`src/rtl/pushbutton_flagger.sv`:
```
// Two-channel pushbutton front end: sync, debounce, optional auto-repeat, and a
// sticky flag per channel that the consumer clears with a read pulse.
module pushbutton_flagger #(
  parameter int unsigned CLK_FREQ         = 50_000_000,
  parameter int unsigned DEBOUNCE_MS      = 10,
  parameter logic [1:0]  REPEAT_EN        = 2'b01,
  parameter int unsigned REPEAT_DELAY_MS  = 500,
  parameter int unsigned REPEAT_PERIOD_MS = 200,
  parameter bit          BTN_ACTIVE_LOW   = 1'b1
) (
  input  logic clk,
  input  logic rst,
  input  logic PB0_raw,
  input  logic PB1_raw,
  input  logic PB0_read,
  input  logic PB1_read,
  output logic PB0_flag,
  output logic PB1_flag,
  output logic PB0_level,
  output logic PB1_level,
  output logic PB0_overrun,
  output logic PB1_overrun
);

  // state        | meaning
  // RELEASED     | debounced level 0, input idle
  // PRESS_WAIT   | input pressed, counting toward debounced press
  // PRESSED      | debounced level 1, repeat timer running if enabled
  // RELEASE_WAIT | input released, counting toward debounced release
  typedef enum logic [1:0] {
    RELEASED     = 2'd0,
    PRESS_WAIT   = 2'd1,
    PRESSED      = 2'd2,
    RELEASE_WAIT = 2'd3
  } state_t;

  localparam int unsigned DB_CYC = CLK_FREQ / 1000 * DEBOUNCE_MS;
  localparam int unsigned RD_CYC = CLK_FREQ / 1000 * REPEAT_DELAY_MS;
  localparam int unsigned RP_CYC = CLK_FREQ / 1000 * REPEAT_PERIOD_MS;

  localparam logic [31:0] DB_LIM = 32'(DB_CYC - 1);
  localparam logic [31:0] RD_LIM = 32'(RD_CYC - 1);
  localparam logic [31:0] RP_LIM = 32'(RP_CYC - 1);

  localparam logic IDLE_RAW = BTN_ACTIVE_LOW;

  logic [1:0] raw_v;
  logic [1:0] read_v;

  assign raw_v  = {PB1_raw, PB0_raw};
  assign read_v = {PB1_read, PB0_read};

  for (genvar i = 0; i < 2; i++) begin : g_ch
    localparam logic REP = REPEAT_EN[i];

    logic [1:0]  sync;
    logic        p;
    state_t      state, state_nx;
    logic [31:0] cnt, cnt_nx;
    logic        level_q, level_nx;
    logic        rep_started, rep_nx;
    logic        flag_q, flag_nx;
    logic        ovr_q, ovr_nx;
    logic        event_c;

    // polarity is applied after the chain so reset can load the idle raw value
    assign p = sync[1] ^ IDLE_RAW;

    always_ff @(posedge clk) begin
      if (rst) begin
        sync        <= {2{IDLE_RAW}};
        state       <= RELEASED;
        cnt         <= '0;
        level_q     <= 1'b0;
        rep_started <= 1'b0;
        flag_q      <= 1'b0;
        ovr_q       <= 1'b0;
      end else begin
        sync        <= {sync[0], raw_v[i]};
        state       <= state_nx;
        cnt         <= cnt_nx;
        level_q     <= level_nx;
        rep_started <= rep_nx;
        flag_q      <= flag_nx;
        ovr_q       <= ovr_nx;
      end
    end

    always_comb begin
      state_nx = state;
      cnt_nx   = cnt;
      level_nx = level_q;
      rep_nx   = rep_started;
      event_c  = 1'b0;
      case (state)
        RELEASED: begin
          if (p) begin
            state_nx = PRESS_WAIT;
            cnt_nx   = '0;
          end
        end
        PRESS_WAIT: begin
          if (!p) begin
            state_nx = RELEASED;
          end else if (cnt == DB_LIM) begin
            state_nx = PRESSED;
            event_c  = 1'b1;
            level_nx = 1'b1;
            cnt_nx   = '0;
          end else begin
            cnt_nx = cnt + 32'd1;
          end
        end
        PRESSED: begin
          if (!p) begin
            state_nx = RELEASE_WAIT;
            cnt_nx   = '0;
          end else if (REP) begin
            if (cnt == (rep_started ? RP_LIM : RD_LIM)) begin
              event_c = 1'b1;
              cnt_nx  = '0;
              rep_nx  = 1'b1;
            end else begin
              cnt_nx = cnt + 32'd1;
            end
          end else begin
            cnt_nx = '0;
          end
        end
        RELEASE_WAIT: begin
          // a bounce back to pressed keeps the repeat phase, so no new first-delay
          if (p) begin
            state_nx = PRESSED;
            cnt_nx   = '0;
          end else if (cnt == DB_LIM) begin
            state_nx = RELEASED;
            level_nx = 1'b0;
            rep_nx   = 1'b0;
            cnt_nx   = '0;
          end else begin
            cnt_nx = cnt + 32'd1;
          end
        end
        default: begin
          state_nx = RELEASED;
          cnt_nx   = '0;
        end
      endcase

      // a new event wins over a simultaneous read so no press is lost
      flag_nx = event_c | (flag_q & ~read_v[i]);
      ovr_nx  = event_c & flag_q & ~read_v[i];
    end
  end

  assign PB0_flag    = g_ch[0].flag_q;
  assign PB1_flag    = g_ch[1].flag_q;
  assign PB0_level   = g_ch[0].level_q;
  assign PB1_level   = g_ch[1].level_q;
  assign PB0_overrun = g_ch[0].ovr_q;
  assign PB1_overrun = g_ch[1].ovr_q;

endmodule
```
`config.mk`:
```
export PLATFORM = sky130hd
export DESIGN_NAME = pushbutton_flagger
export DESIGN_NICKNAME = d
export VERILOG_FILES = /design/src/rtl/pushbutton_flagger.sv
export SDC_FILE = /design/constraint.sdc
export NUM_CORES = 1
export LEC_CHECK = 0
export CAP_MARGIN = 10
export CELL_PAD_IN_SITES_DETAIL_PLACEMENT = 2
export CELL_PAD_IN_SITES_GLOBAL_PLACEMENT = 2
export CORE_ASPECT_RATIO = 1.5
export CORE_MARGIN = 4
export CORE_UTILIZATION = 40
export DETAILED_ROUTE_END_ITERATION = 12
export PLACE_DENSITY_LB_ADDON = 0.1
export SLEW_MARGIN = 15
export SYNTH_ARGS = -nofsm -noshare
export SYNTH_HDL_FRONTEND = slang
export SYNTH_SLANG_ARGS = --single-unit
export TNS_END_PERCENT = 100
```
`constraint.sdc`:
```
create_clock -name clk -period 4.3 [get_ports clk]
set_input_delay 0.645 -clock clk [delete_from_list [all_inputs] [get_ports clk]]
set_output_delay 0.645 -clock clk [all_outputs]
set_load 0.05 [all_outputs]
```
# == Word level (Yosys, flattened, before mapping) ==
# Index checks and enable logic that the tools add are counted.
# word_totals
register_bits,79
out_inout_bits,6
wordCells,112
input_bits,6
# classes
mux,48
n_reduce_logical,12
bitwise_logic,10
n_addsub,2
eq_ne,27
# op_table
operator,n
32-bit 2-to-1 mux,10
32-bit case mux with 4 select lines,2
32-bit by 1-bit adder with 32-bit output (second input constant),2
32-bit by 19-bit equality test with 1-bit output (second input constant),2
32-bit by 25-bit equality test with 1-bit output,1
2-bit inequality test (second input constant),14
25-bit 2-to-1 mux,1
2-bit 2-to-1 mux,12
1-bit 2-to-1 mux,17
2-bit case mux with 4 select lines,2
5-bit AND reduction,3
3-bit inequality test (second input constant),4
2-bit equality test (second input constant),4
1-bit case mux with 2 select lines,4
4-bit AND reduction,2
1-bit AND,6
2-bit nonzero test,3
2-bit by 1-bit equality test with 1-bit output (second input constant),2
2-bit zero test,2
2-bit AND reduction,2
1-bit inverter,2
1-bit bitwise OR,2

# == Logic depth before layout (Yosys ltp) ==
# Gate-level depths: netlist (run 1).
# depth
word_depth,7
depth_mapped,11
mapped_depth_nobuf,9

# == Least setup slack after synthesis (run 1) ==
# OpenSTA, ideal clock, no wires.
# synth_path
path_type,register to register
from,reg g_ch[0].cnt[10]
to,reg g_ch[0].cnt[25]
synth_period_minus_slack_ns,2.189
stages_incl_launch_ff,10
setup_time_ns,0.120
required_time_ns,4.180
n_path_buf,2
arrival_ns,2.069
path_slack_ns,2.111
path_cell_list,dfxtp_1 -> buf_2 -> nor4b_1 -> nand4_1 -> nor4_2 -> o221ai_2 -> o21a_1 -> buf_6 -> and3_1 -> a211o_1
# synth_between
elab_chain_len,4
elab_cells_between_ends,9
classes_between,add/sub (1); eq/ne (2); mux (6)
# synth_lines
item,line,source
"start, declared",59,"logic [31:0] cnt, cnt_nx;"
"start signal, assigned",81,cnt <= cnt_nx;
32-bit by 1-bit adder with 32-bit output (tied with other cells),"111, 124, 141",
"32-bit 2-to-1 mux, on equally long branches","105, 135, 119",
"32-bit 2-to-1 mux, on equally long branches","132, 103, 115",
32-bit case mux with 4 select lines *,95,case (state)
# Mark *: on every way between the ends. The rest lies on a longest branch, timed or not. The select of a mux whose other input is x is not followed.
# A chain may end at the register's enable or synchronous reset.

# == Worst setup path after layout (run 1) ==
# layout_path
from,reg g_ch[1].cnt[0]
to,reg g_ch[1].cnt[26]
# layout_between
elab_chain_len,4
elab_cells_between_ends,6
classes_between,add/sub (1); eq/ne (1); mux (4)
# layout_lines
item,line
"start, declared",59
"start signal, assigned",81
32-bit by 1-bit adder with 32-bit output / 32-bit by 19-bit equality test with 1-bit output (equally long branches),-
32-bit 2-to-1 mux *,"105, 135"
"32-bit 2-to-1 mux, on equally long branches","132, 103"
32-bit case mux with 4 select lines *,95
# Marked as above.

==> impl_metrics.ini, run 1 <==
[clock_network]
cts_tree = built
clkTransAtPathRegs_ns = 0.06
postCtsSetupRepairBufs = 0
cts_resized = 0
root_buffer = clkbuf_16
cts_inserted_buffers = 9
clk-insertion-delay-late_ns = 0.34
cts.path.max_buffers = 2
postCtsHoldBufs = 0
htreeDepth = 3
cts_sinks = 79

[final_layout]
syn_to_final_growth_pct = 12.1
fin_cells = 615
final_nets = 508
drive_gt1_share_pct = 6.40
n_antenna_cell = 0

[global_routing]
grt_max_degree = 34
grt_usage_pct = 22.9
antenna_found_initial = 0
grt_pass1_wl_um = 20500
grt_pass1_vias = 4092
grt_remaining_overflow = 0

[synthesis]
synthMuxAreaShare_pct = 0.502
syn_nets = 502
synth_fa_ha_area_share_pct = 2.45
synth_compound_area_share_pct = 14.5
ys_seq_area_share_pct = 39.7
post_synth_num_cell_types = 52
synthSimpleGateAreaFrac_pct = 33.4
synthXorXnorAreaFrac_pct = 5.71
syn-mean-instance-area_sq_um = 8.15
synth_top_cell_by_area = dfxtp_1
synthTopCellsByArea = dfxtp_1 40%, nand3_1 5.9%, nand2_1 5.6%
synth-async-reset-ratio_pct = 0
syn_area_sq_um = 3990
synthCells = 489
synth_ff_type = dfxtp_1
synth_top_family_by_area = simple AND/OR/NAND/NOR gates
yosysWarnings = 0
yosysTopAreaCellShare_pct = 39.7
synth_edf_count = 0
ys_seq_elements = 79

[critical_path]
cp_data_required_time_ns = 4.53
worst_setup_path_start_kind = flop
critical_path_class = reg -> reg
critPathBufInv = 1
cp_top_family = simple AND/OR/NAND/NOR gates
crit_path_top_delay_cell = or2_1
end_kind = flop
max_stage_delay_ns = 0.60
worstPathMaxFanout = 21
cp_data_arrival_time_ns = 3.29
crit_chain = ha_1 > nor4b_1 > nand4_1 > nor3_1 > nand2b_1 > maj3_1 > or2_1 > buf_4 > nor2_1

[die]
die_x_um = 89.5
initial_utilization_pct = 41.1
core_sq_um = 9690
dieArea_sq_um = 11700
die_h_um = 130
ios = 12
rows = 44

[routing]
vias_per_cell = 6.05
drt_iter0_markers = 120
firstDrtPassIters = 4
via_count = 3719
wirelength_um = 12200
wl_per_cell_um = 19.9
postRouteAntennaNets = 0
drcViolationCount = 0

[timing]
finalSetupViolCount = 0
period_share_pct = 71.1
slew_viol_final = 0
fmax_mhz = 327
relSlewSlack_pct = 49.0
finalHoldViolCount = 0
post-route-min-period_ns = 3.06
tightestPinTransition_ns = 0.766
finalSetupTns_ns = 0
skew_ns = 0.00661
rsz0062_at_grt = no

[power]
ir_worst_vdd_mv = 0.286
p_seq_share_pct = 44.5
intPower_uw = 1220
power.total_uw = 1700
p_comb_share_pct = 12.2
pwr-share-clk_pct = 43.3
powerDensity_nw_per_um2 = 381
p_leak_uw = 0.00146
p_switching_uw = 479
switching_share_pct = 28.1

[placed_design]
hpwl_um = 8550
routabilityCongestion = 0.795
placedCellCount = 599
io_buffers = 11

[outcome]
status = complete, no violations

[run]
maxCapViolCount = 0

[min_path]
hold_class = reg -> reg
## power groups by stage
stage	clock, uW	sequential, uW	combinational [uW]
6_report	737	757	207
5_1_grt	788	759	234
4_1_cts	756	757	210
3_5_place_dp	0	773	207
3_3_place_gp	0	772	195
2_1_floorplan	0	777	141
## synth_stat cells (5+ instances only)
cell / count
a21o_1: 7
o311ai_1: 19
nor2_1: 49
or2_2: 5
nor3_1: 14
xor2_1: 15
a21oi_1: 24
ha_1: 7
nand2_1: 60
nor4b_1: 6
nor2b_1: 5
dfxtp_1: 79
and3_1: 14
clkbuf_1: 9
nand3_1: 47
o21ai_0: 10
xnor2_1: 11
nand2b_1: 7
nand4_1: 19
buf_2: 11
inv_1: 13
## layout make-up
cell class	count	area (sq um)
Tap cell	115	144
Clock buffer	10	239
Inverter	13	48.8
Multi-Input combinational cell	376	2260
Timing Repair Buffer	16	148
Sequential cell	79	1580
Clock inverter	6	45.0
Fill cell	1101	5220
## cell families (layout without fill, tap and decap cells)
kind of cell | count (synthesis) | count (layout)
AOI/OAI and AO/OA | 82 | 82
xor gates and xnor gates | 26 | 26
adders and majority gates | 8 | 8
buffers and inverters | 34 | 45
DFF | 79 | 79
muxes | 2 | 2
and+or+nand+nor | 258 | 258
## through the flow
step	instance area [sq um]	hold WS [ns]	setup WS (ns)	util, %
finish	4470	0.413	1.24	46.1
global route	4470	0.442	0.984	46.1
global placement	4180	0.393	1.41	43.2
floorplan	3990	0.389	2.11	-
detailed placement	4180	0.412	1.29	43.2
CTS	4470	0.423	1.23	46.1
## worst register-to-register path, cell delays in order (launching register included)
cell	delay [ns]
dfxtp_1	0.39
ha_1	0.27
nor4b_1	0.40
nand4_1	0.24
nor3_1	0.31
nand2b_1	0.19
maj3_1	0.17
or2_1	0.60
buf_4	0.31
nor2_1	0.08
## cell usage in the layout (no fill, tap or decap), types with 5 or more instances in the layout
cell	count
inv_1	13
xor2_1	15
nor3_1	13
o311ai_1	19
ha_1	7
clkbuf_16	9
buf_4	5
nor2_1	49
xnor2_1	11
nor4b_1	6
and3_1	14
nor2b_1	5
nand2_1	60
nand3_1	47
nand4_1	19
clkdlybuf4s50_1	11
nand2b_1	7
a21o_1	7
o21ai_0	10
a21oi_1	24
or2_2	5
dfxtp_1	79
## layer usage
| metal | vias up | GRT usage [%] | part of all wire, % |
|---|---|---|---|
| met5 | - | 0 | 0 |
| met4 | 0 | 10.3 | 2.9 |
| met3 | 25 | 3.22 | 1.2 |
| met2 | 26 | 45.9 | 59 |
| met1 | 1883 | 22.0 | 37 |
| li1 | 1785 | - | - |
## worst paths after layout
check / startpoint / to / slack [ns] / cells after the start
max: g_ch[1].cnt[0]$_SDFFE_PP0P_ / g_ch[1].cnt[26]$_SDFFE_PP0P_ / 1.24 / 9
min: g_ch[1].sync[0]$_SDFF_PP1_ / g_ch[1].sync[1]$_SDFF_PP1_ / 0.41 / 1
max reg2reg: g_ch[1].cnt[0]$_SDFFE_PP0P_ / g_ch[1].cnt[26]$_SDFFE_PP0P_ / 1.24 / 9
min reg2reg: g_ch[1].sync[0]$_SDFF_PP1_ / g_ch[1].sync[1]$_SDFF_PP1_ / 0.41 / 1
## flip-flops by register name, indices dropped and copies added (netlist names), named ones only
name              count
PB0_overrun           1
PB1_level             1
PB1_flag              1
PB0_flag              1
g_ch.rep_started      1
g_ch.state            2
g_ch.sync             4
PB1_overrun           1
PB0_level             1
g_ch.cnt             64
Note: power is estimated with default switching activity, not from simulation.
==> run 2: changes to the inputs <==
Settings changed: CORE_UTILIZATION 40 to 34.
Clock period 4.3 ns to 2.6 ns, I/O delays scaled along.
==> run 2 against run 1 <==
Compared with the run above: maximum frequency grew 28%; clock skew shrank 0.00098 ns; utilization shrank 3.4 points; worst hold slack lost 0.0018 ns; die area grew 16%; final cell count grew 12%; count of clock-buffer cells in the layout is the same; critical path type unchanged; critical endpoint is now g_ch[0].cnt[25]$_SDFFE_PP0P_; highest routed layer unchanged.
==> impl_metrics.ini, run 2 (same netlist as run 1, synthesis figures left out) <==
[critical_path]
cp_data_required_time_ns = 2.82
r2r_slack_ns = 0.20
cp_data_arrival_time_ns = 2.62
reg2reg_depth = 9
end_kind = flop
worstPathMaxFanout = 8
worst_setup_path_start_kind = flop
critical_path_class = reg -> reg

[timing]
rsz0062_at_grt = no
relSlewSlack_pct = 66.3
finalHoldViolCount = 0
finalSetupViolCount = 0
finalSetupTns_ns = 0
slew_viol_final = 0
post-route-min-period_ns = 2.40
period_share_pct = 92.1
skew_ns = 0.00563
tightestPinTransition_ns = 0.504
fmax_mhz = 417

[global_routing]
grt_pass1_vias = 4343
grt_pass1_wl_um = 21300
grt_usage_pct = 20.2
antenna_found_initial = 0
grt_max_degree = 34
grt_remaining_overflow = 0

[clock_network]
postCtsHoldBufs = 0
root_buffer = clkbuf_16
cts_sinks = 79
cts_tree = built
cts_inserted_buffers = 9
cts.path.max_buffers = 2
clkTransAtPathRegs_ns = 0.06
clk-insertion-delay-late_ns = 0.34
htreeDepth = 3

[final_layout]
largest_reg_flops = 64
drive_gt1_share_pct = 13.5
n_antenna_cell = 0
syn_to_final_growth_pct = 22.9
layout_common_cells = 79 x dfxtp_1, 60 x nand2_1, 49 x nor2_1
reg_top3 = g_ch.cnt: 64 flops, g_ch.sync: 4 flops, g_ch.state: 2 flops
finish.utilization_pct = 42.7
mostFrequentLayoutCell = dfxtp_1
final_nets = 549
largest_register = g_ch.cnt
nFillCells = 1303

[placed_design]
routabilityCongestion = 0.781
hpwl_um = 9580
io_buffers = 11

[run]
maxCapViolCount = 0

[routing]
via_count = 3820
vias_per_cell = 5.54
wl_per_cell_um = 18.3
drcViolationCount = 0
drt_iter0_markers = 71
postRouteAntennaNets = 0
firstDrtPassIters = 4
wirelength_um = 12600

[power]
powerDensity_nw_per_um2 = 626
p_leak_uw = 0.00172
ir_worst_vdd_mv = 0.298

[die]
core_sq_um = 11500
die_x_um = 96.4
dieArea_sq_um = 13600
die_h_um = 141
initial_utilization_pct = 34.8
ios = 12
rows = 48

[min_path]
hold_class = reg -> reg
hold_depth = 1

[outcome]
status = complete, no violations
==> run 2: worst paths after layout <==
kind / from / end
worst max-delay path: g_ch[0].cnt[7]$_SDFFE_PP0P_ / g_ch[0].cnt[25]$_SDFFE_PP0P_
worst min-delay path: g_ch[1].sync[0]$_SDFF_PP1_ / g_ch[1].sync[1]$_SDFF_PP1_
worst max register to register: g_ch[0].cnt[7]$_SDFFE_PP0P_ / g_ch[0].cnt[25]$_SDFFE_PP0P_
worst min register to register: g_ch[1].sync[0]$_SDFF_PP1_ / g_ch[1].sync[1]$_SDFF_PP1_
==> run 2: layer usage <==
layer / vias up / wire length [um] / global-route usage, %
met5: - / 0 / 0
met4: 0 / 414 / 8.94
met3: 25 / 153 / 3.20
met2: 24 / 7430 / 40.2
met1: 1904 / 4650 / 19.2
li1: 1867 / - / -
==> run 2: repair_timing <==
action	in CTS	in global routing
endpoints found under the hold margin	0	0
setup endpoints to repair	0	25
setup buffers	0	0
resized for setup	0	3
==> run 2: through the flow <==
step                power (uW)  area [sq um]  hold slack [ns]  cells  setup WS (ns)
global route              3220          4900            0.435    689         0.0126
detailed placement        1650          4550            0.399    675         0.0680
CTS                       3110          4880            0.413    689         0.0241
global placement          1630          4550            0.391    675         0.0724
finish                    3060          4900            0.411    689          0.204
floorplan                 1520          3990            0.389    489          0.411
==> run 2: layout make-up <==
cell class / instances / area [sq um] / area share (%)
multi-input cells: 376 / 2270 / 46.4
flip-flops and latches: 79 / 1580 / 32.3
repair buffers: 57 / 472 / 9.63
well taps: 150 / 188 / 3.83
clock inverters: 4 / 95.1 / 1.94
inverters: 13 / 48.8 / 0.996
clock buffers: 10 / 239 / 4.88
==> run 2: critical path: stages, from the launching register on <==
cell and delay, ns:
dfxtp_1 0.40, nor4_1 0.39, nand4_1 0.19, nor4_2 0.36, o221ai_2 0.15, buf_4 0.15
o21ai_2 0.15, buf_4 0.20, nor3_1 0.07, a211o_1 0.23
==> run 2: report_power, final <==
group	internal [uW]	leakage, uW	switching [uW]	total, uW
registers	1230	0.000638	17.4	1250
logic	129	0.000916	238	367
clock network	952	0.000164	495	1450
total	2310	0.00172	751	3060
